`src/rtl/set_dispatch.sv`:
```
// Command dispatcher: queues set-counting commands in a FIFO, issues them one
// at a time to the engine, and returns tagged results with timeout/illegal-mode errors.
module set_dispatch #(
    parameter int DEPTH   = 4,
    parameter int TIMEOUT = 255
) (
    input  logic        clk,
    input  logic        rst,
    input  logic        cmd_valid,
    output logic        cmd_ready,
    input  logic [23:0] cmd_central,
    input  logic [11:0] cmd_radius,
    input  logic [1:0]  cmd_mode,
    output logic        set_en,
    output logic [23:0] set_central,
    output logic [11:0] set_radius,
    output logic [1:0]  set_mode,
    input  logic        set_busy,
    input  logic        set_valid,
    input  logic [7:0]  set_candidate,
    output logic        res_valid,
    input  logic        res_ready,
    output logic [7:0]  res_candidate,
    output logic [1:0]  res_tag,
    output logic        res_err
);

    localparam int AW = $clog2(DEPTH);
    localparam logic [AW:0] FullCount  = (AW+1)'(DEPTH);
    localparam logic [7:0]  TimeoutLast = 8'(TIMEOUT - 1);

    typedef enum logic [1:0] {IDLE, ISSUE, WAIT} stateT;

    stateT       state, nextState;
    logic [39:0] fifoMem [DEPTH];
    logic [AW-1:0] wrPtr, rdPtr;
    logic [AW:0] occupancy;
    logic [1:0]  tagCnt;
    logic [7:0]  waitCnt;
    logic [1:0]  issueTag;
    logic        push, pop, fifoEmpty, slotFree, issueLoad;
    logic [39:0] headEntry;
    logic        loadRes;
    logic [7:0]  resCandNext;
    logic [1:0]  resTagNext;
    logic        resErrNext;

    assign fifoEmpty = (occupancy == '0);
    assign cmd_ready = (occupancy != FullCount);
    assign push      = cmd_valid && cmd_ready;
    assign headEntry = fifoMem[rdPtr];
    assign slotFree  = !res_valid || res_ready;
    assign set_en    = (state == ISSUE);
    assign issueLoad = (state == IDLE) && (nextState == ISSUE);

    // Entry packing: {central, radius, mode, tag}.
    always_ff @(posedge clk) begin
        if (push) begin
            fifoMem[wrPtr] <= {cmd_central, cmd_radius, cmd_mode, tagCnt};
        end
    end

    always_ff @(posedge clk) begin
        if (rst) begin
            wrPtr     <= '0;
            rdPtr     <= '0;
            occupancy <= '0;
            tagCnt    <= '0;
        end else begin
            if (push) begin
                wrPtr  <= wrPtr + 1'b1;
                tagCnt <= tagCnt + 2'd1;
            end
            if (pop) begin
                rdPtr <= rdPtr + 1'b1;
            end
            case ({push, pop})
                2'b10:   occupancy <= occupancy + (AW+1)'(1);
                2'b01:   occupancy <= occupancy - (AW+1)'(1);
                default: occupancy <= occupancy;
            endcase
        end
    end

    always_ff @(posedge clk) begin
        if (rst) begin
            state <= IDLE;
        end else begin
            state <= nextState;
        end
    end

    // Illegal-mode entries are retired straight from IDLE without touching the engine.
    always_comb begin
        nextState   = state;
        pop         = 1'b0;
        loadRes     = 1'b0;
        resCandNext = 8'h00;
        resTagNext  = 2'd0;
        resErrNext  = 1'b0;
        case (state)
            IDLE: begin
                if (!fifoEmpty && slotFree) begin
                    if (headEntry[3:2] == 2'b11) begin
                        pop        = 1'b1;
                        loadRes    = 1'b1;
                        resErrNext = 1'b1;
                        resTagNext = headEntry[1:0];
                    end else if (!set_busy) begin
                        pop       = 1'b1;
                        nextState = ISSUE;
                    end
                end
            end
            ISSUE: nextState = WAIT;
            WAIT: begin
                if (set_valid) begin
                    loadRes     = 1'b1;
                    resCandNext = set_candidate;
                    resTagNext  = issueTag;
                    nextState   = IDLE;
                end else if (waitCnt == TimeoutLast) begin
                    loadRes    = 1'b1;
                    resErrNext = 1'b1;
                    resTagNext = issueTag;
                    nextState  = IDLE;
                end
            end
            default: nextState = IDLE;
        endcase
    end

    // The issue register is filled as ISSUE is entered so set_en and the fields align.
    always_ff @(posedge clk) begin
        if (rst) begin
            set_central <= '0;
            set_radius  <= '0;
            set_mode    <= '0;
            issueTag    <= '0;
        end else if (issueLoad) begin
            set_central <= headEntry[39:16];
            set_radius  <= headEntry[15:4];
            set_mode    <= headEntry[3:2];
            issueTag    <= headEntry[1:0];
        end
    end

    always_ff @(posedge clk) begin
        if (rst || state == ISSUE) begin
            waitCnt <= '0;
        end else if (state == WAIT) begin
            waitCnt <= waitCnt + 8'd1;
        end
    end

    always_ff @(posedge clk) begin
        if (rst) begin
            res_valid     <= 1'b0;
            res_candidate <= '0;
            res_tag       <= '0;
            res_err       <= 1'b0;
        end else if (loadRes) begin
            res_valid     <= 1'b1;
            res_candidate <= resCandNext;
            res_tag       <= resTagNext;
            res_err       <= resErrNext;
        end else if (res_valid && res_ready) begin
            res_valid <= 1'b0;
        end
    end

endmodule

```
`config.mk`:
```
export PLATFORM = sky130hd
export DESIGN_NAME = set_dispatch
export DESIGN_NICKNAME = d
export VERILOG_FILES = /design/src/rtl/set_dispatch.sv
export SDC_FILE = /design/constraint.sdc
export NUM_CORES = 1
export LEC_CHECK = 0
export CAP_MARGIN = 20
export CORE_MARGIN = 10
export CORE_UTILIZATION = 50
export CTS_CLUSTER_DIAMETER = 30
export DETAILED_ROUTE_END_ITERATION = 12
export GPL_ROUTABILITY_DRIVEN = 0
export PLACE_DENSITY = 0.73
export RECOVER_POWER = 25
export SLEW_MARGIN = 40
export SYNTH_ARGS = -nofsm -noshare
export SYNTH_HDL_FRONTEND = slang
export SYNTH_SLANG_ARGS = --single-unit
```
`constraint.sdc`:
```
create_clock -name clk -period 4.5 [get_ports clk]
set_input_delay 0.9 -clock clk [delete_from_list [all_inputs] [get_ports clk]]
set_output_delay 0.9 -clock clk [all_outputs]
set_load 0.02 [all_outputs]
```
==> flow_summary.json, run 1 <==
{
  "synth-seq-area-share": 0.7160,
  "holdPathStages": 2,
  "synth_ff_type": "edfxtp_1",
  "drive_above_1_share": 0.1657,
  "maxCapViolations": 0,
  "yosysUniqueCellTypes": 39,
  "p_leak_nw": 3.724,
  "dpl.hpwl_um": 10980,
  "vias_per_cell": 5.645,
  "crit_path_top_delay_cell": "clkdlybuf4s50_1",
  "reg2reg_slack_ps": 1620,
  "hold_buffers": 0,
  "power.density_mw_per_mm2": 629.7,
  "num_rows": 48,
  "clk_path_buf_depth": 3,
  "coreArea_mm2": 0.01724,
  "setup_tns_ps": 0,
  "detail-route-antenna-nets": 0,
  "dieArea_mm2": 0.02319,
  "cts_setup_buffers": 0,
  "drt_iter0_markers": 458,
  "grt_pass1_vias": 5508,
  "cts_tree": "built",
  "ys_ff_latch": 233,
  "htreeDepth": 2,
  "syn_avg_cell_area_um2": 15.91,
  "wirelength_um": 19000,
  "timing_hold_violations_final": 0,
  "clockRootBuffer": "clkbuf_16",
  "outcome": "finished, final reports clean",
  "clock_skew_ps": 23.72,
  "finalPower_w": 0.007082,
  "io_buffers": 103,
  "drcViolationCount": 0,
  "grt_util_all_layers": 0.1598,
  "routedWlPerCell_um": 20.62,
  "worst-path-max-fanout": 7,
  "synth_top_area_cell": "edfxtp_1",
  "layout_common_cells": "edfxtp_1 (160), clkdlybuf4s50_1 (75), dfxtp_1 (71), a21oi_1 (50), nand3_1 (44)",
  "critPathKind": "primary input to flip-flop",
  "fmax_mhz": 338.1,
  "area_growth_pct": 28.51,
  "min_period_ps": 2958,
  "crit_chain": "clkdlybuf4s50_1 -> nand2b_1 -> nand3_1 -> nor2_1 -> ha_1 -> inv_1 -> fa_1 -> xor2_1 -> or3_1 -> a21oi_1",
  "start_util": 0.5077,
  "crit_path_end_kind": "flip-flop",
  "netlist_instances": 550,
  "period_share": 0.6573,
  "chipHeight_um": 152.3,
  "hold_ws_ps": 472.5,
  "cts_num_sinks": 233,
  "path_delay_family": "simple AND/OR/NAND/NOR gates",
  "hp-class": "flip-flop to flip-flop",
  "die_x_um": 152.3,
  "fin_cells": 921,
  "max_stage_delay_ps": 440,
  "worstPathArrival_ps": 3380,
  "worst_pin_slew_ps": 845.8,
  "ir_drop_v": 0.0003920,
  "syn-num-nets": 610,
  "drtPass1Iterations": 5,
  "worstRegToRegCells": 9,
  "setup_viol": 0,
  "insertion_delay_ps": 510,
  "synth_area_leaders": "edfxtp_1 (55%), dfxtp_1 (17%), mux4_2 (10%)",
  "overflow": 0,
  "cp_num_cells": 10,
  "worstSetupStartpointType": "primary input",
  "netlist.area_leader.share": 0.5490,
  "grt_antenna_before_repair": 3,
  "max_slew_margin": 0.4350,
  "fin_util": 0.6524,
  "synth_warnings": 0,
  "clkTransAtPathRegs_ps": 50,
  "grt_pass1_wl_um": 30240,
  "worst-path-buf-inv": 2,
  "synth_edf_count": 160,
  "nNetsFinal": 723,
  "async_reset_ff_frac": 0,
  "numCtsBuffers": 39,
  "post_cts_resized": 0,
  "ios": 104,
  "rsz0062_at_grt": "false",
  "syn_area_mm2": 0.008751,
  "cp.required_ps": 4930,
  "num_vias": 5199,
  "maxSlewViolCount": 0,
  "layout_commonest_cell": "edfxtp_1",
  "dp_cells": 847,
  "grt_start_max_net_pins": 51
}
-- through the flow --
stage | instance area, um^2 | setup WS, ps
2_1_floorplan | 8751 | 1808
3_3_place_gp | 9913 | 1203
3_5_place_dp | 9935 | 1041
4_1_cts | 11240 | 1539
5_1_grt | 11240 | 1348
6_report | 11250 | 1542
-- worst min-delay path, stage by stage (launching register included) --
cell     delay [ps]
dfxtp_1         300
o21ai_0          60
a21oi_1          60
-- power by group --
part | internal [W] | switching [W] | total (W)
clock | 0.00193 | 0.000959 | 0.00289
combinational | 0.000592 | 0.000827 | 0.00142
sequential | 0.00261 | 0.000159 | 0.00277
-- final timing paths --
| kind | to | startpoint |
|---|---|---|
| worst max register to register | occupancy[2] | flip-flop |
| worst min-delay path | set_central[11] | set_central[11] |
| worst max-delay path | occupancy[2] | res_ready |
| worst min register to register | set_central[11] | set_central[11] |
-- synthesized netlist by cell type, types with 9 or more instances --
cell type  number
edfxtp_1      160
dfxtp_1        73
a21oi_1        50
nand3_1        44
mux4_2         40
o21ai_0        23
o21ai_1        19
clkbuf_1       18
nor2_1         18
nand2_1        11
inv_1          10
xor2_1          9
-- cell families after synthesis --
logic type,Yosys count,share of synthesized area
xor gates and xnor gates,11,0.01101
DFF,233,0.7160
adders and majority gates,8,0.01230
AOI/OAI and AO/OA,110,0.07021
and+or+nand+nor,101,0.05891
buffers and inverters,45,0.02602
muxes,42,0.1055
-- state kept, by name, indices dropped and copies added (netlist names), 3 cells and up, named ones only --
| register | flops |
|---|---|
| fifoMem | 160 |
| occupancy | 3 |
| res_candidate | 8 |
| set_central | 24 |
| set_radius | 12 |
| waitCnt | 8 |
-- final cells by class --
| class | instances | area (um^2) |
|---|---|---|
| Timing Repair Buffer | 107 | 1056 |
| Tap cell | 225 | 281.5 |
| Fill cell | 1172 | 5991 |
| Inverter | 10 | 37.54 |
| Sequential cell | 233 | 6271 |
| Antenna cell | 2 | 5.005 |
| Clock inverter | 23 | 260.3 |
| Clock buffer | 49 | 1045 |
| Multi-Input combinational cell | 272 | 2290 |
-- routing by layer --
metal	wire length [um]	up-vias	GRT usage
li1	-	2376	-
met4	476	2	0.06602
met1	7575	2609	0.1831
met3	1305	40	0.04629
met5	9	-	0
met2	9629	172	0.2745
Note: power is estimated with default switching activity, not from simulation.
==> run 2: changes to the inputs <==
--- a/config.mk
+++ b/config.mk
@@ -11,7 +11,7 @@
 export CTS_CLUSTER_DIAMETER = 30
 export DETAILED_ROUTE_END_ITERATION = 12
 export GPL_ROUTABILITY_DRIVEN = 0
-export PLACE_DENSITY = 0.73
+export PLACE_DENSITY = 0.75
 export RECOVER_POWER = 25
 export SLEW_MARGIN = 40
 export SYNTH_ARGS = -nofsm -noshare
==> constraint.sdc (replaced) <==
create_clock -name clk -period 2.6 [get_ports clk]
set_input_delay 0.52 -clock clk [delete_from_list [all_inputs] [get_ports clk]]
set_output_delay 0.52 -clock clk [all_outputs]
set_load 0.02 [all_outputs]
==> run 2 against run 1 <==
  * Register-to-register slack got worse by 1400 ps
  * Highest routed layer is now met4
  * Sequential power increased by 71%
  * Critical endpoint unchanged
  * Worst hold slack improved by 3.2 ps
  * Count of clock-buffer cells in the layout decreased by 5
==> flow_summary.json, run 2 (same netlist as run 1, synthesis figures left out) <==
{
  "fmax_mhz": 423.7,
  "power.density_mw_per_mm2": 1120,
  "start_util": 0.5077,
  "layout_common_cells": "edfxtp_1 (160), clkdlybuf4s50_1 (73), dfxtp_1 (71), a21oi_1 (50), nand3_1 (44)",
  "hp-class": "flip-flop to flip-flop",
  "ir_drop_v": 0.0006031,
  "outcome": "finished, final reports clean",
  "num_rows": 48,
  "fin_util": 0.6699,
  "worst-path-max-fanout": 8,
  "area_growth_pct": 31.96,
  "reg_top3": "fifoMem x160, set_central x24, set_radius x12",
  "worstSetupStartpointType": "flip-flop",
  "drtPass1Iterations": 5,
  "io_buffers": 103,
  "clk_path_buf_depth": 3,
  "vias_per_cell": 5.578,
  "worst_pin_slew_ps": 571.9,
  "hold_ws_ps": 475.8,
  "layout_commonest_cell": "edfxtp_1",
  "grt_pass1_vias": 5743,
  "grt_antenna_before_repair": 0,
  "insertion_delay_ps": 510,
  "chipHeight_um": 152.3,
  "ios": 104,
  "setup_viol": 0,
  "worstPathArrival_ps": 2790,
  "largest_register": "fifoMem",
  "critPathKind": "flip-flop to flip-flop",
  "clock_skew_ps": 14.44,
  "dieArea_mm2": 0.02319,
  "die_x_um": 152.3,
  "grt_start_max_net_pins": 45,
  "cp.required_ps": 3030,
  "drcViolationCount": 0,
  "detail-route-antenna-nets": 0,
  "max_stage_delay_ps": 570,
  "cts_setup_buffers": 0,
  "fillCellCount": 1120,
  "p_sw_w": 0.003553,
  "nNetsFinal": 744,
  "intPower_w": 0.009386,
  "overflow": 0,
  "htreeDepth": 2,
  "maxCapViolations": 0,
  "seqPwrFrac": 0.366,
  "drive_above_1_share": 0.2039,
  "numCtsBuffers": 42,
  "switching_share": 0.2746,
  "crit_path_top_delay_cell": "or3b_2",
  "period_share": 0.9078,
  "crit_path_end_kind": "flip-flop",
  "num_vias": 5249,
  "cts_tree": "built",
  "pwr-share-comb": 0.206,
  "wirelength_um": 19490,
  "finalPower_w": 0.01294,
  "crit_chain": "or3b_2 -> nand2_1 -> ha_1 -> inv_1 -> fa_1 -> xor2_1 -> or3_1 -> a21oi_1",
  "routedWlPerCell_um": 20.71,
  "max_slew_margin": 0.6187,
  "cts_num_sinks": 233,
  "coreArea_mm2": 0.01724,
  "maxSlewViolCount": 0,
  "dpl.hpwl_um": 11510,
  "min_period_ps": 2360,
  "clockRootBuffer": "clkbuf_16",
  "clockPowerShare": 0.428,
  "p_leak_nw": 3.912,
  "largest_reg_flops": 160,
  "rsz0062_at_grt": "false",
  "setup_tns_ps": 0,
  "clkTransAtPathRegs_ps": 40,
  "drt_iter0_markers": 322,
  "grt_pass1_wl_um": 31560,
  "timing_hold_violations_final": 0,
  "antenna_cells": 0,
  "grt_util_all_layers": 0.1679
}
-- run 2: changes by cell type in the layout (fill, tap and decap cells not counted), moves of 2 or more --
cell,before,now
buf_12,0,3
bufinv_16,5,7
clkbuf_16,40,43
inv_6,2,6
buf_4,4,19
and3_4,4,0
clkinv_1,7,5
clkinv_2,4,6
and3_2,0,4
clkinv_4,0,5
clkbuf_1,8,1
diode_2,2,0
clkdlybuf4s50_1,75,73
-- run 2: power groups by stage --
stage / Clock, W / Sequential (W) / Combinational, W
global placement: 0 / 0.00475 / 0.00263
floorplan: 0 / 0.00494 / 0.00150
global route: 0.00580 / 0.00478 / 0.00289
finish: 0.00554 / 0.00473 / 0.00267
detailed placement: 0 / 0.00479 / 0.00269
CTS: 0.00561 / 0.00474 / 0.00271
-- run 2: layout make-up --
| type | instances | area [um^2] | area share |
|---|---|---|---|
| multi-input cells | 272 | 2268 | 0.1964 |
| repair buffers | 125 | 1231 | 0.1066 |
| clock buffers | 44 | 1080 | 0.09351 |
| flip-flops and latches | 233 | 6271 | 0.5431 |
| clock inverters | 32 | 377.9 | 0.03272 |
| well taps | 225 | 281.5 | 0.02438 |
| inverters | 10 | 37.54 | 0.003251 |
-- run 2: worst max-delay path: cells and delay by family, from the launching register on --
family	cells	cell delay [ps]
fa+ha+maj	2	550
xor+xnor	1	160
buf+inv	1	60
flops	1	340
compound gates	1	150
simple gates	3	1030
-- run 2: worst paths after layout --
path	cells past startpoint	slack, ps	end	startpoint
setup / recovery	8	240	occupancy[2]	occupancy[0]
hold / removal	1	480	res_candidate[1]	res_candidate[1]
setup reg to reg	8	240	occupancy[2]	occupancy[0]
hold reg to reg	1	480	res_candidate[1]	res_candidate[1]
-- run 2: repair_timing --
action,CTS,global route
hold buffers,0,0
gates resized for setup,0,1
endpoints found under the hold margin,0,0
endpoints found under the setup margin,0,1
-- run 2: stage by stage --
stage	cell area, um^2	worst slack (ps)	cells
after floorplan	8751	168.6	550
after global placement	10090	-31.12	865
after detailed placement	10090	-94.22	865
after CTS	11540	18.95	941
after global routing	11550	137.5	941
final	11550	239.7	941
-- run 2: metal layers --
layer	GRT usage	wire length [um]	vias up
li1	-	-	2422
met4	0.05961	378	0
met3	0.04262	1050	25
met2	0.2904	10090	155
met1	0.1982	7962	2647
met5	0	0	-
==> run 3: changes to the inputs <==
--- a/config.mk
+++ b/config.mk
@@ -6,11 +6,13 @@
 export NUM_CORES = 1
 export LEC_CHECK = 0
 export CAP_MARGIN = 20
+export CORE_ASPECT_RATIO = 1.2
 export CORE_MARGIN = 10
 export CORE_UTILIZATION = 50
 export CTS_CLUSTER_DIAMETER = 30
 export DETAILED_ROUTE_END_ITERATION = 12
 export GPL_ROUTABILITY_DRIVEN = 0
+export HOLD_SLACK_MARGIN = 0.06
 export PLACE_DENSITY = 0.75
 export RECOVER_POWER = 25
 export SLEW_MARGIN = 40
==> run 3 against run 2 <==
  * Clock power down 12%
  * Combinational power up 2%
  * Worst hold slack gained 1.8 ps
  * Critical path depth rose by 1
  * Final area down 1.7%
  * Die area is essentially flat
  * Fmax is 6.2% lower
  * Sequential power barely moved
  * Sequential share of layout area grew 0.94 points
  * Largest power group unchanged
  * Power down 4.8%
  * Utilization down 0.43 points
==> flow_summary.json, run 3 (same netlist as run 1, synthesis figures left out) <==
{
  "maxCapViolations": 0,
  "max_slew_margin": 0.5976,
  "worstSetupStartpointType": "flip-flop",
  "maxSlewViolCount": 0,
  "period_share": 0.9683,
  "power.density_mw_per_mm2": 1085,
  "setup_viol": 0,
  "pwr-share-comb": 0.221,
  "timing_hold_violations_final": 0,
  "intPower_w": 0.008810,
  "finalPower_w": 0.01231,
  "cp.required_ps": 3010,
  "start_util": 0.5134,
  "routedWlPerCell_um": 21.56,
  "clockPowerShare": 0.394,
  "grt_util_all_layers": 0.1691,
  "numCtsBuffers": 36,
  "drive_above_1_share": 0.1935,
  "antenna_cells": 0,
  "critPathKind": "flip-flop to flip-flop",
  "hp-class": "flip-flop to flip-flop",
  "p_leak_nw": 3.805,
  "rsz0062_at_grt": "false",
  "crit_chain": "mux4_2 -> a21oi_1 -> nor2_1 -> ha_1 -> inv_1 -> fa_1 -> xor2_1 -> or3_1 -> a21oi_1",
  "nNetsFinal": 736,
  "htreeDepth": 2,
  "hold_buffers": 0,
  "vias_per_cell": 5.803,
  "dieArea_mm2": 0.02322,
  "ir_drop_v": 0.0006704,
  "grt_pass1_wl_um": 31230,
  "drt_iter0_markers": 346,
  "seqPwrFrac": 0.385,
  "area_growth_pct": 29.67,
  "overflow": 0,
  "coreArea_mm2": 0.01705,
  "clock_skew_ps": 19.53,
  "clk_path_buf_depth": 3,
  "num_rows": 52,
  "die_x_um": 140.8,
  "max_stage_delay_ps": 590,
  "drcViolationCount": 0,
  "worst-path-max-fanout": 4,
  "detail-route-antenna-nets": 0,
  "outcome": "finished, final reports clean",
  "largest_reg_flops": 160,
  "crit_top_cell": "a21oi_1",
  "clkTransAtPathRegs_ps": 50,
  "switching_share": 0.2844,
  "largest_register": "fifoMem",
  "worstPathArrival_ps": 2930,
  "insertion_delay_ps": 500,
  "fmax_mhz": 397.2,
  "cts_tree": "built",
  "dp_cells": 854,
  "io_buffers": 103,
  "wirelength_um": 19810,
  "dpl.hpwl_um": 11910,
  "min_period_ps": 2518,
  "grt_pass1_vias": 5754,
  "grt_antenna_before_repair": 0,
  "num_vias": 5333,
  "clockRootBuffer": "clkbuf_16",
  "worst_pin_slew_ps": 603.6,
  "crit_path_end_kind": "flip-flop",
  "crit_path_top_delay_cell": "mux4_2",
  "grt_start_max_net_pins": 45,
  "cts_num_sinks": 233,
  "ios": 104,
  "layout_common_cells": "edfxtp_1 (160), clkdlybuf4s50_1 (75), dfxtp_1 (71), a21oi_1 (50), nand3_1 (44)",
  "p_sw_w": 0.003502,
  "post_cts_resized": 0,
  "reg_top3": "fifoMem x160, set_central x24, set_radius x12",
  "fin_cells": 919,
  "cts_setup_buffers": 0,
  "layout_commonest_cell": "edfxtp_1",
  "chipHeight_um": 164.9,
  "drtPass1Iterations": 5
}
## run 3: changes by cell type in the layout (fill, tap and decap cells not counted), sizes merged
cell and delta:
clkinv -7, clkdlybuf4s50 +2, inv +1, bufinv -3
dlymetal6s2s -1, buf -2, clkinvlp +1, dlygate4sd3 -1
clkbuf -3
## run 3: layout make-up
type,instances,area (um^2)
clock buffers,41,972.2
clock inverters,24,279.0
fillers,1179,5699
inverters,10,37.54
multi-input cells,272,2268
flip-flops and latches,233,6269
well taps,216,270.3
repair buffers,123,1251
## run 3: final timing paths
kind                                      start              end  slack [ps]  cells past startpoint
worst min-delay path            set_central[14]  set_central[14]         480                      2
worst max register to register        flip-flop     occupancy[2]          80                      9
worst min register to register  set_central[14]  set_central[14]         480                      2
worst max-delay path                  flip-flop     occupancy[2]          80                      9
## run 3: worst max-delay path, delay by kind of cell (launching register included)
family                     cells  cell delay [ps]
AOI/OAI and AO/OA              2              450
xor gates and xnor gates       1               70
adders and majority gates      2              400
buffers and inverters          1               70
DFF                            1              390
muxes                          1              590
and+or+nand+nor                2              460
## run 3: per-stage QoR
stage            util  worst slack [ps]  hold slack [ps]  cell area [um^2]  setup TNS [ps]
4_1_cts        0.6656             73.76            475.3             11350               0
2_1_floorplan       -             168.6            454.1              8751               0
3_3_place_gp   0.5922            -77.50            456.6             10090          -77.50
6_report       0.6657             82.41            477.6             11350               0
5_1_grt        0.6657             4.351            486.3             11350               0
3_5_place_dp   0.5922            -159.0            461.3             10090          -159.0
## run 3: routing by layer
| metal | wire [um] | global-route usage | up-vias |
|---|---|---|---|
| met5 | 0 | 0 | - |
| met4 | 525 | 0.06720 | 0 |
| met3 | 1329 | 0.03936 | 38 |
| met2 | 10540 | 0.3037 | 206 |
| met1 | 7413 | 0.1902 | 2693 |
| li1 | - | - | 2396 |
## run 3: power groups by stage
stage               clock network, W  logic, W  registers (W)
finish                       0.00485   0.00272        0.00475
global route                 0.00508   0.00292        0.00479
CTS                          0.00492   0.00274        0.00475
detailed placement                 0   0.00272        0.00481
global placement                   0   0.00265        0.00477
floorplan                          0   0.00150        0.00494
